==> src/rtl/vram_con_pkg.sv <==
`default_nettype none
// ============================================================================
// vram_con_pkg : shared constants and FSM encoding for the VRAM write arbiter
// Rev 1.0
// ============================================================================
package vram_con_pkg;

    localparam int COLS_DEFAULT       = 80;
    localparam int ROWS_DEFAULT       = 60;
    localparam int FIFO_DEPTH_DEFAULT = 4;

    typedef enum logic [2:0] {
        S_IDLE   = 3'd0,
        S_DECODE = 3'd1,
        S_PUT    = 3'd2,
        S_BS     = 3'd3,
        S_CLR    = 3'd4
    } con_state_t;

    localparam logic [7:0] c_CR       = 8'h0D;
    localparam logic [7:0] c_LF       = 8'h0A;
    localparam logic [7:0] c_BS       = 8'h08;
    localparam logic [7:0] c_PRINT_LO = 8'h20;
    localparam logic [7:0] c_PRINT_HI = 8'h7E;

    function automatic logic f_printable(input logic [7:0] b);
        return (b >= c_PRINT_LO) && (b <= c_PRINT_HI);
    endfunction

endpackage
`default_nettype wire

==> src/rtl/con_byte_fifo.sv <==
`default_nettype none
// ============================================================================
// con_byte_fifo : byte FIFO for received console characters (DEPTH >= 2, pow2)
// Rev 1.0
// ============================================================================
module con_byte_fifo #(
    parameter int DEPTH = 4
) (
    input  logic       clk,
    input  logic       clrn,
    input  logic       i_push,
    input  logic [7:0] i_din,
    input  logic       i_pop,
    output logic [7:0] o_dout,
    output logic       o_full,
    output logic       o_empty,
    output logic       o_ovf
);

    localparam int AW = $clog2(DEPTH);

    logic [AW:0] r_wr_ptr;
    logic [AW:0] r_rd_ptr;
    logic [7:0]  r_mem [DEPTH];
    logic        w_do_push;
    logic        w_do_pop;

    assign o_empty   = (r_wr_ptr == r_rd_ptr);
    assign o_full    = (r_wr_ptr[AW] != r_rd_ptr[AW]) &&
                       (r_wr_ptr[AW-1:0] == r_rd_ptr[AW-1:0]);
    assign w_do_pop  = i_pop & ~o_empty;
    // A pop in the same cycle frees the slot, so a push into a full FIFO is kept.
    assign w_do_push = i_push & (~o_full | w_do_pop);
    assign o_ovf     = i_push & o_full & ~w_do_pop;
    assign o_dout    = r_mem[r_rd_ptr[AW-1:0]];

    always_ff @(posedge clk) begin
        if (!clrn) begin
            r_wr_ptr <= '0;
            r_rd_ptr <= '0;
        end else begin
            if (w_do_push) r_wr_ptr <= r_wr_ptr + 1'b1;
            if (w_do_pop)  r_rd_ptr <= r_rd_ptr + 1'b1;
        end
    end

    always_ff @(posedge clk) begin
        if (w_do_push) r_mem[r_wr_ptr[AW-1:0]] <= i_din;
    end

endmodule
`default_nettype wire

==> src/rtl/vram_wr_arbiter.sv <==
`default_nettype none
// ============================================================================
// vram_wr_arbiter : shares the VRAM write port between CPU and a UART console
// Rev 1.0
// ============================================================================
module vram_wr_arbiter
    import vram_con_pkg::*;
#(
    parameter int          COLS       = COLS_DEFAULT,
    parameter int          ROWS       = ROWS_DEFAULT,
    parameter int          FIFO_DEPTH = FIFO_DEPTH_DEFAULT,
    parameter logic [7:0]  BLANK      = 8'h20
) (
    input  logic        clk,
    input  logic        clrn,
    input  logic        cpu_we,
    input  logic [13:0] cpu_x_y,
    input  logic [10:0] cpu_data,
    input  logic        rx_valid,
    input  logic [7:0]  rx_byte,
    input  logic        con_en,
    input  logic [2:0]  con_attr,
    input  logic        ovf_clr,
    output logic        vram_we,
    output logic [12:0] vram_addr,
    output logic [10:0] vram_data,
    output logic [5:0]  cursor_row,
    output logic [6:0]  cursor_col,
    output logic        con_busy,
    output logic        fifo_overflow,
    output logic        cpu_drop
);

    localparam logic [7:0] c_COLS_8   = 8'(COLS);
    localparam logic [6:0] c_COL_LAST = 7'(COLS - 1);
    localparam logic [5:0] c_ROW_LAST = 6'(ROWS - 1);

    con_state_t  r_state, w_state_nx;
    logic [7:0]  r_byte, w_byte_nx;
    logic [5:0]  r_row, w_row_nx, w_row_inc;
    logic [6:0]  r_col, w_col_nx;
    logic [6:0]  r_clr_k, w_clr_k_nx;
    logic        w_pop, w_con_we, w_grant;
    logic [6:0]  w_con_col;
    logic [7:0]  w_con_char;
    logic [7:0]  w_fifo_dout;
    logic        w_fifo_full, w_fifo_empty, w_fifo_ovf;
    logic [5:0]  w_cpu_row;
    logic [7:0]  w_cpu_col;
    logic        w_cpu_ok;
    logic [5:0]  w_wr_row;
    logic [7:0]  w_wr_col;
    logic [10:0] w_wr_data;
    logic        w_wr_en;
    logic [12:0] w_addr;
    logic        r_vram_we, r_cpu_drop, r_ovf;
    logic [12:0] r_vram_addr;
    logic [10:0] r_vram_data;

    con_byte_fifo #(.DEPTH(FIFO_DEPTH)) u_fifo (
        .clk     (clk),
        .clrn    (clrn),
        .i_push  (rx_valid & con_en),
        .i_din   (rx_byte),
        .i_pop   (w_pop),
        .o_dout  (w_fifo_dout),
        .o_full  (w_fifo_full),
        .o_empty (w_fifo_empty),
        .o_ovf   (w_fifo_ovf)
    );

    assign w_cpu_row = cpu_x_y[13:8];
    assign w_cpu_col = cpu_x_y[7:0];
    assign w_cpu_ok  = cpu_we && (w_cpu_row <= c_ROW_LAST) && (w_cpu_col < c_COLS_8);
    // A dropped CPU write leaves the port free for the console.
    assign w_grant   = ~w_cpu_ok;
    assign w_row_inc = (r_row == c_ROW_LAST) ? 6'd0 : r_row + 6'd1;

    always_comb begin
        w_state_nx = r_state;
        w_byte_nx  = r_byte;
        w_row_nx   = r_row;
        w_col_nx   = r_col;
        w_clr_k_nx = r_clr_k;
        w_pop      = 1'b0;
        w_con_we   = 1'b0;
        w_con_col  = r_col;
        w_con_char = r_byte;
        case (r_state)
            S_IDLE: begin
                if (!w_fifo_empty) begin
                    w_pop      = 1'b1;
                    w_byte_nx  = w_fifo_dout;
                    w_state_nx = S_DECODE;
                end
            end
            S_DECODE: begin
                if (f_printable(r_byte)) begin
                    w_state_nx = S_PUT;
                end else if (r_byte == c_CR) begin
                    w_col_nx   = 7'd0;
                    w_state_nx = S_IDLE;
                end else if (r_byte == c_LF) begin
                    w_col_nx   = 7'd0;
                    w_row_nx   = w_row_inc;
                    w_state_nx = S_CLR;
                end else if ((r_byte == c_BS) && (r_col != 7'd0)) begin
                    w_col_nx   = r_col - 7'd1;
                    w_state_nx = S_BS;
                end else begin
                    w_state_nx = S_IDLE;
                end
            end
            S_PUT: begin
                if (w_grant) begin
                    w_con_we = 1'b1;
                    if (r_col < c_COL_LAST) begin
                        w_col_nx   = r_col + 7'd1;
                        w_state_nx = S_IDLE;
                    end else begin
                        w_col_nx   = 7'd0;
                        w_row_nx   = w_row_inc;
                        w_state_nx = S_CLR;
                    end
                end
            end
            S_BS: begin
                w_con_char = BLANK;
                if (w_grant) begin
                    w_con_we   = 1'b1;
                    w_state_nx = S_IDLE;
                end
            end
            S_CLR: begin
                w_con_col  = r_clr_k;
                w_con_char = BLANK;
                if (w_grant) begin
                    w_con_we = 1'b1;
                    if (r_clr_k == c_COL_LAST) begin
                        w_clr_k_nx = 7'd0;
                        w_state_nx = S_IDLE;
                    end else begin
                        w_clr_k_nx = r_clr_k + 7'd1;
                    end
                end
            end
            default: w_state_nx = S_IDLE;
        endcase
    end

    always_ff @(posedge clk) begin
        if (!clrn) begin
            r_state <= S_IDLE;
            r_byte  <= 8'd0;
            r_row   <= 6'd0;
            r_col   <= 7'd0;
            r_clr_k <= 7'd0;
        end else begin
            r_state <= w_state_nx;
            r_byte  <= w_byte_nx;
            r_row   <= w_row_nx;
            r_col   <= w_col_nx;
            r_clr_k <= w_clr_k_nx;
        end
    end

    assign w_wr_en   = w_cpu_ok | w_con_we;
    assign w_wr_row  = w_cpu_ok ? w_cpu_row : r_row;
    assign w_wr_col  = w_cpu_ok ? w_cpu_col : {1'b0, w_con_col};
    assign w_wr_data = w_cpu_ok ? cpu_data  : {con_attr, w_con_char};

    generate
        if (COLS == 80) begin : g_addr_shift
            assign w_addr = ({7'd0, w_wr_row} << 6) + ({7'd0, w_wr_row} << 4) + {5'd0, w_wr_col};
        end else begin : g_addr_mul
            assign w_addr = 13'((int'(w_wr_row) * COLS) + int'(w_wr_col));
        end
    endgenerate

    always_ff @(posedge clk) begin
        if (!clrn) begin
            r_vram_we   <= 1'b0;
            r_vram_addr <= 13'd0;
            r_vram_data <= 11'd0;
            r_cpu_drop  <= 1'b0;
            r_ovf       <= 1'b0;
        end else begin
            r_vram_we  <= w_wr_en;
            r_cpu_drop <= cpu_we & ~w_cpu_ok;
            if (w_wr_en) begin
                r_vram_addr <= w_addr;
                r_vram_data <= w_wr_data;
            end
            if (w_fifo_ovf)   r_ovf <= 1'b1;
            else if (ovf_clr) r_ovf <= 1'b0;
        end
    end

    assign vram_we       = r_vram_we;
    assign vram_addr     = r_vram_addr;
    assign vram_data     = r_vram_data;
    assign cursor_row    = r_row;
    assign cursor_col    = r_col;
    assign cpu_drop      = r_cpu_drop;
    assign fifo_overflow = r_ovf;
    assign con_busy      = (r_state != S_IDLE) | ~w_fifo_empty;

endmodule
`default_nettype wire

==> config.mk <==
export PLATFORM = sky130hd
export DESIGN_NAME = vram_wr_arbiter
export DESIGN_NICKNAME = d
export VERILOG_FILES = /design/src/rtl/vram_con_pkg.sv /design/src/rtl/con_byte_fifo.sv /design/src/rtl/vram_wr_arbiter.sv
export SDC_FILE = /design/constraint.sdc
export NUM_CORES = 1
export LEC_CHECK = 0
export ABC_CLOCK_PERIOD_IN_PS = 8690
export CAP_MARGIN = 20
export CORE_AREA = 2 2 140 142
export CTS_CLUSTER_DIAMETER = 50
export CTS_CLUSTER_SIZE = 40
export DETAILED_ROUTE_END_ITERATION = 16
export DIE_AREA = 0 0 142 144
export GPL_TIMING_DRIVEN = 0
export PLACE_DENSITY_LB_ADDON = 0.1
export SYNTH_ARGS = -nofsm -noshare
export SYNTH_HDL_FRONTEND = slang
export SYNTH_SLANG_ARGS = --single-unit
==> constraint.sdc <==
create_clock -name clk -period 8.69 [get_ports clk]
set_input_delay 1.738 -clock clk [delete_from_list [all_inputs] [get_ports clk]]
set_output_delay 1.738 -clock clk [all_outputs]
set_load 0.02 [all_outputs]
* Word level (Yosys, flattened, before mapping)
Memories as Yosys holds them, arrays and structs flattened. A register that Yosys moved wholly into a read port is not among the register bits. Cells that the tools add are included. W data, S select, Z words.
Word-level totals: register bits after elaboration 56, RAM bits 32, input port bits 42, logic and storage cells 117, memories 1
Memory list:
- u_fifo.r_mem | words 4, bits a word 8, read ports 1, clocked after memory_dff 1, write ports 1, line con_byte_fifo.sv:24 | logic [7:0] r_mem [DEPTH];
Operators by class: add/sub/neg operators 8, magnitude comparators 5, equality and inequality tests 22, muxes and demuxes 39, bitwise logic cells 13, reductions and logical operators 18
Operator list (count):
- $mux W7 | 8
- $mux W6 | 7
- $mux W3 | 9
- $eq A8 B4 Y1 const B | 3
- $ne A2 B2 Y1 const B | 9
- $mux W8 | 2
- $pmux W3 S5 | 1
- $add A7 B1 Y7 const B | 2
- $pmux W7 S2 | 1
- $add A12 B10 Y13 | 1
- $add A13 B8 Y13 | 1
- $pmux W6 S2 | 1
- $mux W11 | 1
- $ge A8 B6 Y1 const B | 1
- $le A8 B7 Y1 const B | 1
- $lt A8 B7 Y1 const B | 1
- $mux W1 | 8
- $eq A7 B7 Y1 const B | 1
- $lt A7 B7 Y1 const B | 1
- $reduce_bool A7 Y1 | 1
- $sub A7 B1 Y7 const B | 1
- $add A3 B1 Y3 const B | 2
- $add A6 B1 Y6 const B | 1
- $and A1 B1 Y1 | 6
- other kinds (23) | 35

* Depth between registers and ports, before layout
depth after elaboration 8, mapped depth 15, mapped depth without buffers 13

* Cells and area by module
From an unflattened synthesis, not the netlist that was laid out.
Unflattened totals: cells, all modules 527, area total of the unflattened synthesis 5301.3 um^2
By module, submodules not included:
- vram_wr_arbiter | times used 1, cells an instance 430, area each 3623.5 um^2, seq. area each 1161.1 um^2
- con_byte_fifo | times used 1, cells an instance 97, area each 1677.9 um^2, seq. area each 1121.1 um^2

* Worst setup path after synthesis
Ideal clock, no wire load.
kind input to register, start input cpu_x_y[4], end register r_vram_addr[12] (netlist: vram_addr[12]), setup time 0.116 ns, arrival 4.742 ns, required time 8.574 ns, slack 3.832 ns, stages 14, buffers on the path 2, cells stage by stage o21ai_1 and3_1 buf_2 clkbuf_1 o22a_1 inv_1 fa_1 inv_1 ha_1 a21o_1 a21oi_1 o21a_1 o21bai_1 a41o_1
Between the ends: cells in the longest elaborated chain, start to end 5, elaborated cells on any way between the ends 9, those cells by class add/sub (2); order compare (1); mux (4); bitwise (1); reduce/logical (1)
RTL lines:
- from (decl) | line vram_wr_arbiter.sv:17 | input logic [13:0] cpu_x_y,
- $lt A8 B7 Y1 | line vram_wr_arbiter.sv:74 | assign w_cpu_ok = cpu_we && (w_cpu_row <= c_ROW_LAST) && (w_cpu_col < c_COLS_8);
- $logic_and A1 B1 Y1 | line vram_wr_arbiter.sv:74
- $mux W6 or $mux W1 (tied branches)
- $add A12 B10 Y13 or $mux W1 (tied branches)
- $add A13 B8 Y13 or $or A1 B1 Y1 (tied branches) | line vram_wr_arbiter.sv:174, vram_wr_arbiter.sv:167
- to (signal assigned) | line vram_wr_arbiter.sv:191 | r_vram_addr <= w_addr;
- to (decl) | line vram_wr_arbiter.sv:57 | logic [12:0] r_vram_addr;
Several ways; a longest one is shown, not always the timed one. A chain may end at the register's enable or synchronous reset.

* Worst setup path in the final report
Ends and elaborated chain as after synthesis.

==> impl_metrics.ini <==
[status]
run_status = complete, no violations

[global_route]
grt_first_pass_wirelength_mm = 23.6
grt_max_degree = 17
antenna_found_initial = 1
grt.total_usage_pct = 15.2
grt_remaining_overflow = 0
first_global_vias = 4239

[placed_design]
port-buffer-count = 81
detailed_place_hpwl_mm = 11.3
gpl.final_weighted_congestion = 0.838

[clock_tree]
clock_transition_at_path_regs_ps = 70
cts_setup_buffers = 0
cts_repair_resize_count = 0
cts_inserted_buffers = 9
numClockSinks = 96
cts.hold.buffers_added = 0
worstSkewPairLatency_ps = 350
cts_root_cell = sky130_fd_sc_hd__clkbuf_16
clock_tree.htree_level_count = 3
cts_tree = yes
cts_max_path_buffers = 2

[logic_synthesis]
synth_warnings = 0
synthMuxAreaShare_pct = 5.74
synth_top_family_by_area = simple AND/OR/NAND/NOR gates
synthArstFlopShare_pct = 0
synth-xor-area-share_pct = 2.25
synth_cells = 519
syn_nets = 584
synth_cell_type_count = 71
synth-compound-area-share_pct = 18.5
synth_enable_flop_cells = 32
post_synth_fa_ha_maj_area_fraction_pct = 6.13
synth-main-ff-cell = sky130_fd_sc_hd__dfxtp_1
yosysSeqAreaShare_pct = 44.3
netlist_area_sq_um = 5060
synth_simple_gate_area_share_pct = 18.6
avgSynthCellArea_sq_um = 9.75
synth.ff_latch_count = 96

[layout]
layout-drive-gt1-share_pct = 8.12
multi_input_area_sq_um = 2600
final_core_util_pct = 33.9
register_area_sq_um = 2240
final.fill_count = 1997
synthToLayoutAreaGrowth_pct = 27.8
layout.nets = 676
mostFrequentLayoutCells = sky130_fd_sc_hd__clkdlybuf4s50_1, sky130_fd_sc_hd__dfxtp_1, sky130_fd_sc_hd__nand2_1
final_common_cell = sky130_fd_sc_hd__clkdlybuf4s50_1

[sta]
slew_headroom_pct = 47.5
achievable-frequency_mhz = 174
rsz0062_at_grt = false
fin_crit_ps = 5750
finalSetupViolCount = 0
fin_tns_setup_ps = 0
worst_clock_skew_ps = 10.1
timing.final.crit_share_pct = 66.1
hold_viol_final = 0
worst_pin_slew_ps = 788
slew_viol_final = 0

[drt]
detailedRoute.firstIterationViolations = 258
drc_errors = 0
drtAntennaViolNets = 0
drt-vias-per-instance = 5.02
drt_pre_antenna_iters = 4
routed_wirelength_mm = 15.2
wl_per_cell_um = 17.8
dr_total_vias = 4289

[critical_path]
critical_path.cell_chain = clkdlybuf4s50_1 > o21ai_1 > and3_1 > buf_2 > clkbuf_1 > o22a_1 > inv_1 > fa_1 > inv_1 > ha_1 > a21o_1 > a21oi_1 > o21a_1 > o21bai_1 > a41o_1
critPathMaxFanout = 10
startpoint_type = primary input
critical_path_class = in2reg
worstReg2RegEnd = vram_addr[12]
r2r-start = r_state[1]
timing.critical_path.slowest_stage_cell = sky130_fd_sc_hd__fa_1
worst_path_max_stage_delay_ps = 600
worstPathArrival_ps = 6000
rr_worst_depth = 14
cp.required_ps = 8940
ff2ff_setup_slack_ps = 4900
path_common_cell = sky130_fd_sc_hd__inv_1
timing.critical_path.to_type = register

[min_path]
whs_endpoint = vram_addr[8]
hold_path.class = reg2reg
min_from = vram_addr[8]
worst_hold_path.num_cells = 2

[floorplan]
std_cell_rows = 51
initial_utilization_pct = 26.5
top_level_ports = 83
fp.dieH_um = 144
floorplan.die.width_um = 142
placeableCoreArea_sq_um = 19100
floorplan.die_area_sq_um = 20400

[job]
timing.max_cap.violations = 0

[power_and_ir_drop]
cellPowerDensity_nw_per_um2 = 213
static-leakage-power_nw = 2.36
vdd_ir_drop_max_mv = 0.0918
[kinds of logic after synthesis]
group,after synthesis
adder cells (fa/ha/maj),23
AO/OA/AOI/OAI,122
other,1
buffers and inverters,50
multiplexers,19
XOR/XNOR,13
flip-flops,96
AND/OR/NAND/NOR,195
[worst max path at each step]
stage               startpoint            end  cells past startpoint  slack (ps)
CTS                 cpu_x_y[4]  vram_addr[12]                     15        2950
finish              cpu_x_y[4]  vram_addr[12]                     15        2940
floorplan           cpu_x_y[4]  vram_addr[12]                     14        3830
global placement    cpu_x_y[4]  vram_addr[12]                     15        2600
global route        cpu_x_y[4]  vram_addr[12]                     15        2710
detailed placement  cpu_x_y[4]  vram_addr[12]                     15        2610
[synthesized netlist by cell type (3+ instances only)]
| library cell | number | area share, % |
|---|---|---|
| sky130_fd_sc_hd__xnor2_1 | 9 | 1.6 |
| sky130_fd_sc_hd__o21ai_0 | 10 | 0.99 |
| sky130_fd_sc_hd__a221oi_1 | 9 | 1.6 |
| sky130_fd_sc_hd__o21a_1 | 4 | 0.59 |
| sky130_fd_sc_hd__and3_1 | 7 | 0.87 |
| sky130_fd_sc_hd__clkbuf_1 | 18 | 1.3 |
| sky130_fd_sc_hd__o211ai_1 | 9 | 1.3 |
| sky130_fd_sc_hd__buf_2 | 8 | 0.79 |
| sky130_fd_sc_hd__a21oi_1 | 28 | 2.8 |
| sky130_fd_sc_hd__nand4_1 | 7 | 0.87 |
| sky130_fd_sc_hd__buf_6 | 3 | 0.67 |
| sky130_fd_sc_hd__inv_1 | 20 | 1.5 |
| sky130_fd_sc_hd__a32o_1 | 3 | 0.59 |
| sky130_fd_sc_hd__a21o_1 | 3 | 0.45 |
| sky130_fd_sc_hd__or3_1 | 4 | 0.49 |
| sky130_fd_sc_hd__ha_1 | 20 | 4.9 |
| sky130_fd_sc_hd__nand2b_1 | 5 | 0.62 |
| sky130_fd_sc_hd__nand3_1 | 9 | 0.89 |
| sky130_fd_sc_hd__edfxtp_1 | 32 | 19 |
| sky130_fd_sc_hd__a31o_2 | 3 | 0.52 |
| sky130_fd_sc_hd__dfxtp_1 | 64 | 25 |
| sky130_fd_sc_hd__mux4_2 | 8 | 3.6 |
| sky130_fd_sc_hd__a31oi_1 | 5 | 0.62 |
| sky130_fd_sc_hd__fa_1 | 3 | 1.2 |
| sky130_fd_sc_hd__a311oi_1 | 8 | 1.4 |
| sky130_fd_sc_hd__mux2i_1 | 11 | 2.2 |
| sky130_fd_sc_hd__nand2_1 | 59 | 4.4 |
| sky130_fd_sc_hd__nor3_1 | 15 | 1.5 |
| sky130_fd_sc_hd__a22o_1 | 8 | 1.4 |
| sky130_fd_sc_hd__a211oi_1 | 4 | 0.59 |
| sky130_fd_sc_hd__nor2b_1 | 4 | 0.49 |
| sky130_fd_sc_hd__and2_1 | 8 | 0.99 |
| sky130_fd_sc_hd__nor2_1 | 58 | 4.3 |
| sky130_fd_sc_hd__o22a_1 | 3 | 0.52 |
| sky130_fd_sc_hd__xor2_1 | 4 | 0.69 |
[layout make-up]
class / count / share of cell area [%]
clock inverters: 6 / 1.04
inverters: 20 / 1.16
well taps: 238 / 4.61
plain buffers: 30 / 2.24
diodes: 1 / 0.0387
multi-input cells: 373 / 40.2
repair buffers: 81 / 12.5
flip-flops and latches: 96 / 34.7
clock buffers: 10 / 3.54
[metrics by stage]
step / hold WS [ps] / cells / power (W) / setup WS, ps / area (sq um)
after global placement: 443 / 838 / 0.000979 / 2600 / 6170
after floorplan: 473 / 519 / 0.000838 / 3830 / 5060
final: 453 / 855 / 0.00138 / 2940 / 6470
after global routing: 476 / 854 / 0.00146 / 2710 / 6460
after CTS: 461 / 854 / 0.00140 / 2950 / 6460
after detailed placement: 450 / 838 / 0.000983 / 2610 / 6170
[where the power goes]
group | switching (W) | leakage [nW] | internal (W)
combinational | 0.000226 | 1.41 | 0.000195
sequential | 0.0000454 | 0.811 | 0.000504
clock | 0.000184 | 0.139 | 0.000225
total | 0.000455 | 2.36 | 0.000923
[flip-flops by register name, summed over array words and instances, names as in the netlist]
signal	flops
cpu_drop	1
cursor_col	7
cursor_row	6
fifo_overflow	1
r_byte	8
r_clr_k	7
r_state	3
u_fifo.r_mem	32
u_fifo.r_rd_ptr	3
u_fifo.r_wr_ptr	3
vram_addr	13
vram_data	11
vram_we	1
[worst max-delay path: cells and delay by family]
kind / cells / cell delay, ps
and+or+nand+nor: 1 / 240
buffers and inverters: 5 / 1350
AOI/OAI and AO/OA: 7 / 1780
adders and majority gates: 2 / 880
[routing by layer]
layer	global-route usage, %	part of all wire [%]	vias up
met5	0	0	-
met2	24.9	46	119
met4	5.89	1.5	0
met1	20.1	48	2044
met3	2.81	4.9	17
li1	-	-	2109
No activity file was read; power rests on OpenSTA's default activity.
